## config.mk

```make
export PLATFORM = sky130hd
export DESIGN_NAME = noc_mux2
export DESIGN_NICKNAME = d
export VERILOG_FILES = /design/src/rtl/noc_pkg.sv /design/src/rtl/noc_mux2_sel.sv /design/src/rtl/noc_mux2.sv
export SDC_FILE = /design/constraint.sdc
export NUM_CORES = 1
export LEC_CHECK = 0
export BUFFER_PORTS_ARGS = -buffer_cell sky130_fd_sc_hd__buf_2
export CAP_MARGIN = 40
export CORE_MARGIN = 2
export CORE_UTILIZATION = 35
export DETAILED_ROUTE_END_ITERATION = 8
export PLACE_DENSITY = 0.72
export SLEW_MARGIN = 40
export SYNTH_ARGS = -nofsm -noshare
export SYNTH_HDL_FRONTEND = slang
export SYNTH_SLANG_ARGS = --single-unit
```

## constraint.sdc

```tcl
create_clock -name clk -period 6.2 [get_ports clk]
set_input_delay 0.93 -clock clk [delete_from_list [all_inputs] [get_ports clk]]
set_output_delay 0.93 -clock clk [all_outputs]
set_load 0.05 [all_outputs]
```

## src/rtl/noc_pkg.sv

```systemverilog
// Shared NoC definitions: flit layout, flit type codes and default widths
// used by the router datapath blocks.
package noc_pkg;

    localparam int NOC_TYPE_W    = 3;
    localparam int NOC_PAYLOAD_W = 64;
    localparam int NOC_DATA_W    = NOC_TYPE_W + NOC_PAYLOAD_W;
    localparam int NOC_VCH_W     = 2;
    localparam int NOC_PORT_CNT  = 5;
    localparam int NOC_SEL_W     = NOC_PORT_CNT;

    typedef enum logic [NOC_TYPE_W-1:0] {
        TYPE_NONE = 3'd0,
        TYPE_HEAD = 3'd1,
        TYPE_DATA = 3'd2,
        TYPE_TAIL = 3'd3
    } flit_type_t;

    // Resolved port pick: exactly one member is set.
    typedef struct packed {
        logic pick0;
        logic pick1;
        logic none;
    } sel_dec_t;

    // Builds a flit with the type code in the MSBs above the payload.
    function automatic logic [NOC_DATA_W-1:0] make_flit(input flit_type_t ftype,
                                                        input logic [NOC_PAYLOAD_W-1:0] payload);
        return {ftype, payload};
    endfunction

endpackage

```

## src/rtl/noc_mux2_sel.sv

```systemverilog
// Select decoder for the 2:1 flit mux: resolves the one-hot router port
// select into a single pick, with port 0 winning when both low bits are set.
// Bits above [1:0] address other router ports and do not affect this mux.
module noc_mux2_sel
    import noc_pkg::*;
#(
    parameter int SEL_W = NOC_SEL_W
) (
    input  logic [SEL_W-1:0] sel,
    output sel_dec_t         dec
);

    // Priority resolve: port 0 over port 1, otherwise nothing selected.
    always_comb begin
        dec = '0;
        if (sel[0]) begin
            dec.pick0 = 1'b1;
        end else if (sel[1]) begin
            dec.pick1 = 1'b1;
        end else begin
            dec.none = 1'b1;
        end
    end

    // Upper select bits are consumed here only so they do not dangle.
    if (SEL_W > 2) begin : g_upper
        logic sel_upper_unused;
        assign sel_upper_unused = |sel[SEL_W-1:2];
    end

endmodule

```

## src/rtl/noc_mux2.sv

```systemverilog
// 2:1 NoC flit multiplexer with a registered output (one cycle latency).
// Steers data, valid and VC id of the selected port to the output port.
// Build option NOC_MUX2_IDLE_GATE_EN: when the selected port is not valid
// (or no port is selected) odata/ovch hold their previous value and only
// ovalid drops, so the wide data register does not toggle while idle.
module noc_mux2
    import noc_pkg::*;
#(
    parameter int DATA_W = NOC_DATA_W,
    parameter int VCH_W  = NOC_VCH_W,
    parameter int SEL_W  = NOC_SEL_W
) (
    input  logic              clk,
    input  logic              rst,
    input  logic [DATA_W-1:0] idata_0,
    input  logic              ivalid_0,
    input  logic [VCH_W-1:0]  ivch_0,
    input  logic [DATA_W-1:0] idata_1,
    input  logic              ivalid_1,
    input  logic [VCH_W-1:0]  ivch_1,
    input  logic [SEL_W-1:0]  sel,
    output logic [DATA_W-1:0] odata,
    output logic              ovalid,
    output logic [VCH_W-1:0]  ovch
);

    sel_dec_t          sel_dec;
    logic [DATA_W-1:0] data_nxt;
    logic              valid_nxt;
    logic [VCH_W-1:0]  vch_nxt;

    noc_mux2_sel #(
        .SEL_W (SEL_W)
    ) u_sel (
        .sel (sel),
        .dec (sel_dec)
    );

    // Steer the picked port; an unselected output is all zero.
    always_comb begin
        data_nxt  = '0;
        valid_nxt = 1'b0;
        vch_nxt   = '0;
        if (!sel_dec.none) begin
            if (sel_dec.pick0) begin
                data_nxt  = idata_0;
                valid_nxt = ivalid_0;
                vch_nxt   = ivch_0;
            end else begin
                data_nxt  = idata_1;
                valid_nxt = ivalid_1;
                vch_nxt   = ivch_1;
            end
        end
    end

    // Output register; reset clears it, nothing else holds state.
    always_ff @(posedge clk or posedge rst) begin
        if (rst) begin
            odata  <= '0;
            ovalid <= 1'b0;
            ovch   <= '0;
        end else begin
            ovalid <= valid_nxt;
`ifdef NOC_MUX2_IDLE_GATE_EN
            if (valid_nxt) begin
                odata <= data_nxt;
                ovch  <= vch_nxt;
            end
`else
            odata <= data_nxt;
            ovch  <= vch_nxt;
`endif
        end
    end

endmodule

```

# After elaboration in Yosys (flattened, before gate mapping)
# Cells that the tools add are included.
[word_totals]
reg_bits = 70
inputBits = 147
word_cells = 12
[op_classes]
muxes = 9
[ops]
columns = ["cell", "n"]
rows = [
  ["$mux 67", 2],
  ["$mux 1", 5],
  ["$mux 2", 2],
]

# Depth between registers and ports, before layout
[depth]
word_depth = 3
mapped_depth = 4
mapped_depth_nobuf = 2

# By module
# Synthesis repeated with hierarchy kept, for this count alone.
[hier_totals]
hier_cells = 230
hier_area_um2 = 2891.5
[modules_own_cells]
columns = ["mod", "n_inst", "cells_per_inst", "area_each_um2", "seq_area_each_um2"]
rows = [
  ["noc_mux2", 1, 227, 2866.5, 1751.7],
  ["noc_mux2_sel", 1, 3, 25.0, 0.0],
]

# Least setup slack after synthesis
# No wires, ideal clock.
[synth_timing]
kind = "register to output"
start = "register odata[0]"
end = "output port odata[0]"
arrival_ns = 0.586
required_time_ns = 5.270
slack_ns = 4.684
path_stages_with_launch = 1
path_buffers = 0
cell_sequence = "dfrtp_1"
[synth_lines]
columns = ["item", "line", "text"]
rows = [
  ["from (decl)", "noc_mux2.sv:22", "output logic [DATA_W-1:0] odata,"],
  ["from (signal assigned)", "noc_mux2.sv:71", "odata <= data_nxt;"],
]
# No word-level cell between the ends.

# Worst setup path in the final report
[layout_timing]
start = "register odata[65]"
end = "output port odata[65]"
# No word-level cell between the ends.

==> metrics <==
row count 32; Max Slew Vio Count 0; met2 Track Usage GR 28.93%; antenna-violating nets left 0; Max-Cap Viols 0; Final Hold Vio Count 0; Buffers on Ports approximately 210; Setup-failing EPs final 0; first-pass GRT wire length roughly 11000 um; Routed WL just over 7000 um; layout cells sized above 1 between 40% and 50%; maximum number of pins on one net before global-route repair between 100 and 150; via count 2701; DR pass1 iterations 4; Worst setup EP type primary output; met1 GRT Util between 10% and 20%; CP Class reg2out; total grt overflow 0; met3 Use GR 5.126%; I/O pin count approximately 220; sequential share of the synthesized area a little over three fifths; pre-CTS WS ~4200 ps; setup TNS 0 ps; RSZ-0062 raised after global routing no; chip height approximately 93 um; # diodes 0; Post-CTS Hold Buffers 0; fmax 530.5 MHz; Global Route Usage Sum between 10% and 20%; Rel. slew slack approximately 45%; wire per inst approximately 12 um; Synth top area share a little over three fifths; GP Congestion 0.7219; area grow syn2layout 46.21%; arrival time of the worst setup path approximately 950 ps; drt drc 0; Clock Sink Count 70; crit-path cells buf_2; power density cells 274.4 nW/um2; DP HPWL ~5200 um; critical path fanouts, max 1; outcome complete, no violations; initial antenna violation count 0; die boundary width approximately 93 um; Syn Nets approximately 450; CP startpoint kind flip-flop; vias per std cell 4.406; vias in the first global route 2595; CTS tree yes; Starting Density a little over a third; Hold/Removal Path Class in2async; Die ar. 8642 um2; total CTS buffers 9; deepest clock path buffer count 2; Root Buffer clkbuf_8; Crit path max-delay family flip-flops; DRT iter0 DRCs 93; Worst-Margin Slew 818.3 ps; cell area after synthesis approximately 2800 um2; Final WS setup between 4000 and 5000 ps; Critical Path RT roughly 5300 ps; IR drop worst, VDD about 0.00019 V; H-Tree Depth 3; LEAKAGE approximately 2.3 nW; Setup Buffers After CTS 0; worst path bufs/invs 1; Syn Area/Cell between 9 and 10 um2; Reg clk slew, reported paths 70 ps; slowest cell delay on critical path around 360 ps; Yosys Warn Count 0; CTS resizes 0; critical path depth 1; Placed Cells about 600; gr busiest metal met2; final worst-path cycle share a little under a third; Synth Register Bits 70; Finished Layout Cells about 610; core box area between 7000 and 8000 um2; fin crit period approximately 1900 ps; Filler cells 702; synthesized instance count between 300 and 400; total power between 0.001 and 0.0015 W; Synth area leaders dfrtp_1 63%, nand2_1 19%, o21ai_0 12%; Worst path slowest cell dfrtp_1; synth unique cells 9; nets@finish 654; post-synthesis cell type with the largest combined area dfrtp_1
==> flip-flops by register name, indices dropped and copies added, names as in the netlist <==
| register | count |
|---|---|
| odata | 67 |
| ovalid | 1 |
| ovch | 2 |
==> cell type report <==
class	instances	area, um2	share of cell area (%)
clock buffer	11	141.4	3.491
clock inverter	4	47.55	1.174
inverter	1	3.754	0.09268
multi-input combinational	210	875.8	21.62
sequential	70	1752	43.25
tap	102	127.6	3.151
timing repair buffer	215	1102	27.22
==> final timing paths <==
check,from,endpoint,slack [ps]
worst max-delay path,odata[65],odata[65],4320
worst min-delay path,rst,odata[60],690
max in group asynchronous,rst,odata[4],4950
min in group clk,idata_0[23],odata[23],800
==> layer usage <==
layer	share of wire, %	vias up
met4	2.1	0
li1	-	1366
met3	10	15
met1	39	1176
met5	0	-
met2	49	144
==> synth_stat cells <==
master    count
clkbuf_1      4
buf_2         9
inv_1         1
o21ai_0      65
nand2_1     140
o21ai_1       5
buf_4         9
buf_6         1
dfrtp_1      70
==> placed cells by master (no fill, tap or decap) <==
master,count
dfrtp_1,70
buf_12,1
nand2_1,140
clkinvlp_4,1
buf_2,211
bufinv_16,1
buf_6,1
o21ai_0,65
clkbuf_8,10
inv_2,1
clkbuf_1,1
buf_4,2
clkinv_2,2
o21ai_1,5
==> kinds of logic (layout without fill, tap and decap cells) <==
group	after synthesis	after routing	share of synthesized area [%]
buf+inv	24	231	5.148
simple gates	140	140	18.97
compound gates	70	70	12.65
flops	70	70	63.23
==> stage by stage <==
| stage | utilization, % | instance area [um2] | hold WS (ps) |
|---|---|---|---|
| 2_1_floorplan | - | 2770 | 1047 |
| 3_5_place_dp | 50.23 | 3861 | 1061 |
| 6_report | 52.69 | 4050 | 693.0 |
| 5_1_grt | 52.69 | 4050 | 704.3 |
| 3_3_place_gp | 49.89 | 3835 | 1134 |
| 4_1_cts | 52.69 | 4050 | 696.9 |
==> report_power, final <==
group          switching (W)  internal, W
Combinational       0.000192    0.0000723
Sequential        0.00000778     0.000489
Clock               0.000157     0.000193
Power figures use the tool's default switching activity.
